### config.mk
export PLATFORM = sky130hd
export DESIGN_NAME = i2s_tdm_rx
export DESIGN_NICKNAME = d
export VERILOG_FILES = /design/src/rtl/i2s_tdm_rx_pkg.sv /design/src/rtl/i2s_sync_fifo.sv /design/src/rtl/i2s_tdm_rx.sv
export SDC_FILE = /design/constraint.sdc
export NUM_CORES = 1
export LEC_CHECK = 0
export BUFFER_PORTS_ARGS = -buffer_cell sky130_fd_sc_hd__buf_2
export CAP_MARGIN = 20
export CELL_PAD_IN_SITES_DETAIL_PLACEMENT = 0
export CELL_PAD_IN_SITES_GLOBAL_PLACEMENT = 1
export CORE_UTILIZATION = 58
export CTS_BUF_LIST = sky130_fd_sc_hd__clkbuf_8
export DETAILED_ROUTE_END_ITERATION = 10
export PLACE_DENSITY_LB_ADDON = 0.1
export SLEW_MARGIN = 30
export SYNTH_ARGS = -nofsm -noshare
export SYNTH_HDL_FRONTEND = slang
export SYNTH_SLANG_ARGS = --single-unit
export TNS_END_PERCENT = 30
### constraint.sdc
create_clock -name clk -period 5.69 [get_ports clk]
set_input_delay 1.4225 -clock clk [delete_from_list [all_inputs] [get_ports clk]]
set_output_delay 1.4225 -clock clk [all_outputs]
set_load 0.02 [all_outputs]
### src/rtl/i2s_tdm_rx_pkg.sv
// Shared definitions for the I2S/TDM receiver: FSM state encodings and port-width helpers.
// The optional frame checker is enabled in i2s_tdm_rx with I2S_TDM_RX_FRAMECHK_EN.
package i2s_tdm_rx_pkg;

    localparam logic [2:0] ST_IDLE  = 3'd0;
    localparam logic [2:0] ST_SKIP  = 3'd1;
    localparam logic [2:0] ST_SHIFT = 3'd2;
    localparam logic [2:0] ST_PAD   = 3'd3;
    localparam logic [2:0] ST_WAIT  = 3'd4;

    // Channel index width; a single-channel build still carries a 1-bit index.
    function automatic int cw_of(input int channels);
        return (channels > 1) ? $clog2(channels) : 1;
    endfunction

    function automatic int lvl_w(input int depth);
        return $clog2(depth) + 1;
    endfunction

endpackage

### src/rtl/i2s_sync_fifo.sv
// Synchronous FIFO with registered first-word-fall-through output and occupancy level.
// A push into a full FIFO succeeds when a pop happens in the same cycle.
module i2s_sync_fifo #(
    parameter int WIDTH = 17,
    parameter int DEPTH = 8,
    parameter int LW    = $clog2(DEPTH) + 1
) (
    input  logic             clk,
    input  logic             rst_n,
    input  logic             push,
    input  logic [WIDTH-1:0] push_data,
    input  logic             pop,
    output logic             valid,
    output logic [WIDTH-1:0] dout,
    output logic [LW-1:0]    level,
    output logic             full
);
    localparam int AW = $clog2(DEPTH);

    logic [WIDTH-1:0] mem [DEPTH];
    logic [AW-1:0]    wptr;
    logic [AW-1:0]    rptr;
    logic [AW-1:0]    rptr_n;
    logic [LW-1:0]    level_n;
    logic             push_ok;
    logic             pop_ok;

    assign full    = (level == LW'(DEPTH));
    assign pop_ok  = pop && (level != '0);
    assign push_ok = push && (!full || pop_ok);
    assign rptr_n  = rptr + AW'(pop_ok);
    assign level_n = level + LW'(push_ok) - LW'(pop_ok);

    always_ff @(posedge clk) begin
        if (push_ok) mem[wptr] <= push_data;
    end

    always_ff @(posedge clk or negedge rst_n) begin
        if (!rst_n) begin
            wptr  <= '0;
            rptr  <= '0;
            level <= '0;
            valid <= 1'b0;
            dout  <= '0;
        end else begin
            wptr  <= wptr + AW'(push_ok);
            rptr  <= rptr_n;
            level <= level_n;
            valid <= (level_n != '0);
            // The new head may be the word being written this cycle.
            if (level_n != '0) dout <= (push_ok && (wptr == rptr_n)) ? push_data : mem[rptr_n];
        end
    end

endmodule

### src/rtl/i2s_tdm_rx.sv
// Slave-mode I2S/TDM receiver: oversampled pins, slot deserialiser FSM, output FIFO stream.
// Define I2S_TDM_RX_FRAMECHK_EN to add the sticky frame_err output.
module i2s_tdm_rx
    import i2s_tdm_rx_pkg::*;
#(
    parameter int CHANNELS    = 2,
    parameter int SLOT_BITS   = 24,
    parameter int SAMPLE_BITS = 16,
    parameter int SYNC_DELAY  = 1,
    parameter int FIFO_DEPTH  = 8
) (
    input  logic                            clk,
    input  logic                            rst_n,
    input  logic                            i2s_clk,
    input  logic                            i2s_sync,
    input  logic                            i2s_rx,
    input  logic                            en,
    output logic                            m_valid,
    input  logic                            m_ready,
    output logic [SAMPLE_BITS-1:0]          m_data,
    output logic [cw_of(CHANNELS)-1:0]      m_chan,
    output logic [lvl_w(FIFO_DEPTH)-1:0]    fifo_level,
    output logic                            overflow,
    input  logic                            overflow_clr,
`ifdef I2S_TDM_RX_FRAMECHK_EN
    output logic                            frame_err,
`endif
    output logic [2:0]                      dbg_state
);
    localparam int CW    = cw_of(CHANNELS);
    localparam int LW    = lvl_w(FIFO_DEPTH);
    localparam int CNT_W = $clog2(((SYNC_DELAY > SLOT_BITS) ? SYNC_DELAY : SLOT_BITS) + 1);

    // Stream handshake: a word transfers on every clk edge where m_valid && m_ready.
    logic [1:0] clk_s, sync_s, rx_s;
    logic       clk_d, sync_prev;
    logic       bit_evt, frame_start, rx_bit;

    always_ff @(posedge clk or negedge rst_n) begin
        if (!rst_n) begin
            clk_s     <= '0;
            sync_s    <= '0;
            rx_s      <= '0;
            clk_d     <= 1'b0;
            sync_prev <= 1'b0;
        end else begin
            clk_s  <= {clk_s[0], i2s_clk};
            sync_s <= {sync_s[0], i2s_sync};
            rx_s   <= {rx_s[0], i2s_rx};
            clk_d  <= clk_s[1];
            if (bit_evt) sync_prev <= sync_s[1];
        end
    end

    assign bit_evt     = clk_s[1] & ~clk_d;
    assign frame_start = bit_evt & sync_prev & ~sync_s[1];
    assign rx_bit      = rx_s[1];

    logic [2:0]             state, state_n;
    logic [CNT_W-1:0]       slot_cnt, slot_n, slot_cur, skip_cnt, skip_n;
    logic [CW-1:0]          chan, chan_n, chan_cur;
    logic [SAMPLE_BITS-1:0] shreg, sh_n;
    logic                   take, slot_end, wr_n, wr_q;
    logic [CW+SAMPLE_BITS-1:0] wr_word;

    always_comb begin
        state_n  = state;
        slot_n   = slot_cnt;
        skip_n   = skip_cnt;
        chan_n   = chan;
        sh_n     = shreg;
        slot_cur = slot_cnt;
        chan_cur = chan;
        take     = 1'b0;
        slot_end = 1'b0;
        wr_n     = 1'b0;
        if (!en) begin
            state_n = ST_IDLE;
        end else if (bit_evt) begin
            // Any frame start restarts the frame, discarding a partial word.
            if (frame_start) begin
                slot_cur = '0;
                chan_cur = '0;
                chan_n   = '0;
                slot_n   = '0;
                if (SYNC_DELAY == 0) begin
                    take = 1'b1;
                end else begin
                    state_n = ST_SKIP;
                    skip_n  = CNT_W'(1);
                end
            end else begin
                case (state)
                    ST_SKIP:  if (skip_cnt >= CNT_W'(SYNC_DELAY)) take = 1'b1;
                              else skip_n = skip_cnt + 1'b1;
                    ST_SHIFT: take = 1'b1;
                    ST_PAD:   if (slot_cnt == CNT_W'(SLOT_BITS - 1)) slot_end = 1'b1;
                              else slot_n = slot_cnt + 1'b1;
                    default:  ;
                endcase
            end
            if (take) begin
                sh_n    = shreg << 1;
                sh_n[0] = rx_bit;
                if (slot_cur == CNT_W'(SAMPLE_BITS - 1)) begin
                    wr_n = 1'b1;
                    if (SAMPLE_BITS == SLOT_BITS) begin
                        slot_end = 1'b1;
                    end else begin
                        state_n = ST_PAD;
                        slot_n  = slot_cur + 1'b1;
                    end
                end else begin
                    state_n = ST_SHIFT;
                    slot_n  = slot_cur + 1'b1;
                end
            end
            if (slot_end) begin
                slot_n = '0;
                if (chan_cur == CW'(CHANNELS - 1)) begin
                    state_n = ST_WAIT;
                end else begin
                    chan_n  = chan_cur + 1'b1;
                    state_n = ST_SHIFT;
                end
            end
        end
    end

    always_ff @(posedge clk or negedge rst_n) begin
        if (!rst_n) begin
            state    <= ST_IDLE;
            slot_cnt <= '0;
            skip_cnt <= '0;
            chan     <= '0;
            shreg    <= '0;
            wr_q     <= 1'b0;
            wr_word  <= '0;
        end else begin
            state    <= state_n;
            slot_cnt <= slot_n;
            skip_cnt <= skip_n;
            chan     <= chan_n;
            shreg    <= sh_n;
            wr_q     <= wr_n;
            if (wr_n) wr_word <= {chan_cur, sh_n};
        end
    end

    assign dbg_state = state;

    logic                      pop, fifo_full, drop;
    logic [CW+SAMPLE_BITS-1:0] fifo_dout;

    i2s_sync_fifo #(
        .WIDTH (CW + SAMPLE_BITS),
        .DEPTH (FIFO_DEPTH),
        .LW    (LW)
    ) u_fifo (
        .clk       (clk),
        .rst_n     (rst_n),
        .push      (wr_q),
        .push_data (wr_word),
        .pop       (pop),
        .valid     (m_valid),
        .dout      (fifo_dout),
        .level     (fifo_level),
        .full      (fifo_full)
    );

    assign m_chan = fifo_dout[SAMPLE_BITS +: CW];
    assign m_data = fifo_dout[SAMPLE_BITS-1:0];
    assign pop    = m_valid & m_ready;
    assign drop   = wr_q & fifo_full & ~pop;

    always_ff @(posedge clk or negedge rst_n) begin
        if (!rst_n)            overflow <= 1'b0;
        else if (drop)         overflow <= 1'b1;
        else if (overflow_clr) overflow <= 1'b0;
    end

`ifdef I2S_TDM_RX_FRAMECHK_EN
    localparam int WAIT_LIM = 2 * CHANNELS * SLOT_BITS;
    localparam int WW       = $clog2(WAIT_LIM + 2);

    logic [WW-1:0] wait_cnt;
    logic          early;

    assign early = en & frame_start &
                   ((state == ST_SKIP) || (state == ST_SHIFT) || (state == ST_PAD));

    always_ff @(posedge clk or negedge rst_n) begin
        if (!rst_n) begin
            wait_cnt  <= '0;
            frame_err <= 1'b0;
        end else begin
            if ((state != ST_WAIT) || frame_start || !en) wait_cnt <= '0;
            else if (bit_evt && (wait_cnt <= WW'(WAIT_LIM))) wait_cnt <= wait_cnt + 1'b1;
            if (early || (wait_cnt > WW'(WAIT_LIM))) frame_err <= 1'b1;
            else if (overflow_clr)                   frame_err <= 1'b0;
        end
    end
`endif

endmodule

# Yosys cells after proc, flatten, opt, wreduce, memory -nomap -nowiden
# Memories as Yosys holds them, arrays and structs flattened. A register that Yosys moved wholly into a read port is not among the register bits.
# Index checks and enable logic that the tools add are counted.
[op_classes]
addsub = 8
n_lt_le_gt_ge = 1
eq_ne = 10
mux = 46
n_bitwise = 9
n_reduce_logical = 14
[ops]
columns = ["cell", "count"]
rows = [
  ["two-way mux 5 bit", 11],
  ["two-way mux 16 bit", 3],
  ["two-way mux 1 bit", 25],
  ["two-way mux 3 bit", 6],
  ["adder 5 x 1 -> 5 bit (second input constant)", 3],
  ["nonzero test 4 bit", 3],
  ["AND reduction 4 bit", 2],
  ["adder 3 x 1 -> 3 bit", 2],
  ["bitwise AND 1 bit", 6],
  ["== test 3 x 2 -> 1 bit (second input constant)", 2],
  ["== test 5 x 4 -> 1 bit (second input constant)", 1],
  ["== test 5 bit (second input constant)", 1],
  ["greater-or-equal comparator 5 x 1 -> 1 bit (second input constant)", 1],
  ["adder 4 x 1 -> 4 bit", 1],
  ["== test 4 bit (second input constant)", 1],
  ["inequality test 4 x 1 -> 1 bit (second input constant)", 1],
  ["inequality test 4 x 2 -> 1 bit (second input constant)", 1],
  ["AND reduction 2 bit", 2],
  ["nonzero test 2 bit", 2],
  ["subtractor 4 x 1 -> 4 bit", 1],
  ["== test 3 x 1 -> 1 bit (second input constant)", 1],
  ["NOT 1 bit", 3],
  ["logical AND 1 bit", 2],
  ["zero test 1 bit", 2],
  ["5 further kinds", 5],
]
[totals]
ff_bits = 68
ramBits = 136
inputBits = 8
mem_count = 1
[memory_table]
columns = ["memory", "depth", "word_bits", "read_ports", "rd_clocked_by_memory_dff", "wr", "line_no", "text"]
rows = [
  ["u_fifo.mem", 8, 17, 1, 1, 1, "i2s_sync_fifo.sv:20", "logic [WIDTH-1:0] mem [DEPTH];"],
]

# Longest topological paths before layout
[logic_depth]
depth_word = 13
mapped_depth = 14

# Modules after synthesis
# A second synthesis with hierarchy kept.
[unflattened]
cells_unflattened = 577
area_unflattened_um2 = 9300.2
[modules_own_cells]
columns = ["module", "n_inst", "cells_per_inst", "area_per_inst_um2", "seq_area_each_um2"]
rows = [
  ["i2s_sync_fifo", 1, 375, 6736.5, 4784.6],
  ["i2s_tdm_rx", 1, 202, 2563.7, 1401.3],
]

# Least setup slack after synthesis
# No wires, ideal clock.
[synth_timing]
path_kind = "input to register"
start = "in m_ready"
end = "reg u_fifo.dout[10], read port of u_fifo.mem"
setup_ns = 0.121
t_arrival_ns = 3.663
t_required_ns = 5.569
slack_ns = 1.906
stages = 11
n_path_buf = 1
path_cell_list = "nand3b_1 -> a21boi_0 -> ha_1 -> inv_1 -> fa_1 -> nand2b_1 -> nor3b_1 -> mux2_2 -> clkinv_1 -> buf_2 -> o22a_1"
[synth_via]
elab_chain_len = 7
word_cells_on_any_way = 8
[synth_rtl]
columns = ["element", "line_no", "text"]
rows = [
  ["start: declaration", "i2s_tdm_rx.sv:19", "input logic m_ready,"],
  ["bitwise AND 1 bit (*)", "i2s_tdm_rx.sv:173", "assign pop = m_valid & m_ready;"],
  ["logical AND 1 bit (*)", "i2s_sync_fifo.sv:29", "assign pop_ok = pop && (level != '0);"],
  ["logical OR 1 bit", "i2s_sync_fifo.sv:30", "assign push_ok = push && (!full || pop_ok);"],
  ["logical AND 1 bit", "i2s_sync_fifo.sv:30", ""],
  ["adder 4 x 1 -> 4 bit", "i2s_sync_fifo.sv:32", "assign level_n = level + LW'(push_ok) - LW'(pop_ok);"],
  ["subtractor 4 x 1 -> 4 bit", "i2s_sync_fifo.sv:32", ""],
  ["nonzero test 4 bit", "i2s_sync_fifo.sv:51", "if (level_n != '0) dout <= (push_ok && (wptr == rptr_n)) ? push_data : mem[rptr_n];"],
  ["end: declaration", "i2s_sync_fifo.sv:14", "output logic [WIDTH-1:0] dout,"],
]
# Every way passes the cells marked *; elsewhere a longest branch is shown, timed or not.
# A chain may end at the register's enable or synchronous reset.

# Worst setup path after layout
[layout_timing]
start = "in m_ready"
end = "reg u_fifo.dout[0], read port of u_fifo.mem"
# Same word-level chain as after synthesis.

==> impl_metrics.yaml <==
global_route:
  grt_pass1_vias: 5092
  grt_overflow: 0
  grt_antenna_before_repair: 0
  grt_pass1_wl_mm: 28.0
  grtUsageTotal_pct: 23.7
  grt_max_degree: 53
clock_tree:
  cts_tree: "built"
  cts_buffers: 36
  cts.reportedPaths.clkPinSlew_ns: 0.06
  htreeDepth: 2
  clkLatencyLatePin_ns: 0.51
  cts_resized: 0
  clk_path_buf_depth: 3
  cts_setup_buffers: 0
  cts.sinks: 220
  ctsHoldBuffers: 0
  root_buffer: "clkbuf_8"
synth:
  yosysTopAreaCell: "edfxtp_1"
  ys_warn_count: 0
  synth_seq_area_share_pct: 69.0
  syn_inst: 592
  ys_types: 47
  syn-mean-instance-area_sq_um: 15.1
  synth_top_area_share_pct: 45.5
  ys_seq_elements: 220
  synth_area_leaders: "edfxtp_1 46%, dfrtp_1 23%, mux4_2 4.3%"
  syn_nets: 616
  synthArstFlopShare_pct: 38.2
  synth_flop_cell: "edfxtp_1"
  synth-edff-count: 136
  synthesis.area_sq_mm: 0.00897
drt:
  dr.first_iter.drc_count: 257
  via_per_inst: 5.84
  drc: 0
  num_vias: 5036
  wl_per_cell_um: 20.6
  firstDrtPassIters: 5
  antenna_left: 0
  wirelength_mm: 17.8
critical_path:
  cpLargestDelayFamily: "compound AO/OA/AOI/OAI gates"
  rrSetupSlack_ns: 1.72
  cp-end-kind: "flip-flop"
  cp.arrival_ns: 4.65
  worstPathMaxFanout: 18
  crit_type: "in2reg"
  cp.required_ns: 6.08
  worstPathCellList: "buf_2 > nand3b_1 > a21boi_0 > ha_1 > inv_1 > fa_1 > nand2b_1 > nor3b_1 > mux2_2 > clkinv_1 > o22a_1"
  crit_buf_inv: 3
  slowest_delay_ns: 0.63
  start_kind: "input pin"
  slowest_stage: "clkinv_1"
timing:
  drv_slew: 0
  setup_tns_ns: 0
  hold_viol_final: 0
  fmax_mhz: 235
  max-slew-margin-rel_pct: 38.2
  rsz0062_at_grt: "false"
  layout_min_cycle_time_ns: 4.26
  fin_crit_sh_pct: 74.8
  finClkSkew_ns: 0.0110
  tightest_slew_ns: 0.926
  setup_viol: 0
floorplan:
  rows: 45
  start_util_pct: 59.2
  pin_count: 34
  die_area_sq_mm: 0.0160
  core_area_sq_mm: 0.0151
  die_w_um: 126
  fp.dieH_um: 126
job:
  cap_violations: 0
pwr:
  peakVddDrop_mv: 0.306
  p_per_area_mw_per_mm2: 394
  p_leak_uw: 0.00338
  total_power_uw: 3960
final_layout:
  insertedDiodeCount: 0
  drive_gt1_share_pct: 19.7
  final_nets: 674
  area_growth_syn_to_layout_pct: 12.0
hold_path:
  hp-class: "reg2reg"
placement:
  gp_congestion: 0.773
  post-dp-hpwl_mm: 10.5
  io_buffers: 33
run_status:
  status: "completed"
report_power, final:
| group | leakage, uW | switching (uW) | internal (uW) |
|---|---|---|---|
| Combinational | 0.00127 | 593 | 365 |
| Clock | 0.000406 | 578 | 666 |
| Sequential | 0.00171 | 32.1 | 1720 |
metal layers:
metal  global-route usage [%]  up-vias  share of wire (%)
met2                     38.4      124                 48
met3                     4.05       39                4.5
met5                        0        -                  0
li1                         -     2327                  -
met1                     32.9     2546                 45
met4                     8.72        0                2.1
per-stage QoR:
step	std cells	area, sq um	hold slack, ns	setup slack, ns	util [%]
2_1_floorplan	592	8970	0.331	1.91	-
3_3_place_gp	800	9380	0.334	1.00	61.9
3_5_place_dp	800	9380	0.336	0.879	61.9
4_1_cts	863	10000	0.348	1.41	66.3
5_1_grt	863	10000	0.365	1.15	66.3
6_report	863	10000	0.346	1.43	66.3
final cells by class:
class | count | area (sq um)
Fill cell | 1096 | 5110
Multi-Input combinational cell | 313 | 2560
Inverter | 31 | 116
Sequential cell | 220 | 6190
Tap cell | 188 | 235
Clock inverter | 21 | 78.8
Timing Repair Buffer | 48 | 280
Clock buffer | 42 | 578
final timing paths:
kind                            startpoint             end  cells past startpoint
setup / recovery                   m_ready  u_fifo.dout[0]                     11
hold / removal                    clk_s[0]        clk_s[1]                      0
setup reg to reg           u_fifo.level[2]  u_fifo.dout[0]                     12
hold reg to reg                   clk_s[0]        clk_s[1]                      0
max in group asynchronous            rst_n        shreg[7]                      2
min in group asynchronous            rst_n     slot_cnt[2]                      1
worst reg2reg max path: stages, from the launching register on:
cell and delay (ns):
dfrtp_1 0.34, inv_1 0.07, ha_1 0.22, nand3b_1 0.15, a21boi_0 0.45, ha_1 0.28, inv_1 0.06, fa_1 0.51
nand2b_1 0.08, nor3b_1 0.18, mux2_2 0.44, clkinv_1 0.64, o22a_1 0.44
cell families after synthesis:
logic type	Yosys count	synth area share (%)
multiplexers	68	10.2
buffers and inverters	59	2.74
XOR/XNOR	9	0.879
adder cells (fa/ha/maj)	16	2.32
flip-flops	220	69.0
AO/OA/AOI/OAI	102	7.86
AND/OR/NAND/NOR	118	7.03
cells in the final DEF (no fill, tap or decap), drive strengths merged, types with 3 or more instances in the layout:
cell type,count
o21ai,31
inv,49
clkbuf,42
a21boi,3
o21bai,18
nand3,6
nor2,16
mux2i,35
clkinv,3
nand2b,22
nor3,6
a22oi,17
nand2,29
dfrtp,84
o22a,17
and3,20
and2,3
mux4,17
edfxtp,136
or2,3
a31oi,3
a21oi,6
xnor2,7
ha,15
mux2,16
buf,48
nor2b,3
synthesized netlist by cell type, types with 17 or more instances:
cell type  count
and3_1        20
o21bai_1      17
mux4_2        17
nand2_1       28
o21ai_0       31
nand2b_1      22
o22a_1        17
mux2i_1       35
inv_1         30
edfxtp_1     136
a22oi_1       17
dfrtp_1       84
state kept, by name, summed over array words and instances, names as in the netlist, 4 cells and up:
signal	flops
u_fifo.level	4
wr_word	17
skip_cnt	5
u_fifo.dout	17
u_fifo.mem	136
shreg	15
slot_cnt	5
(Power assumes the default switching activity.)
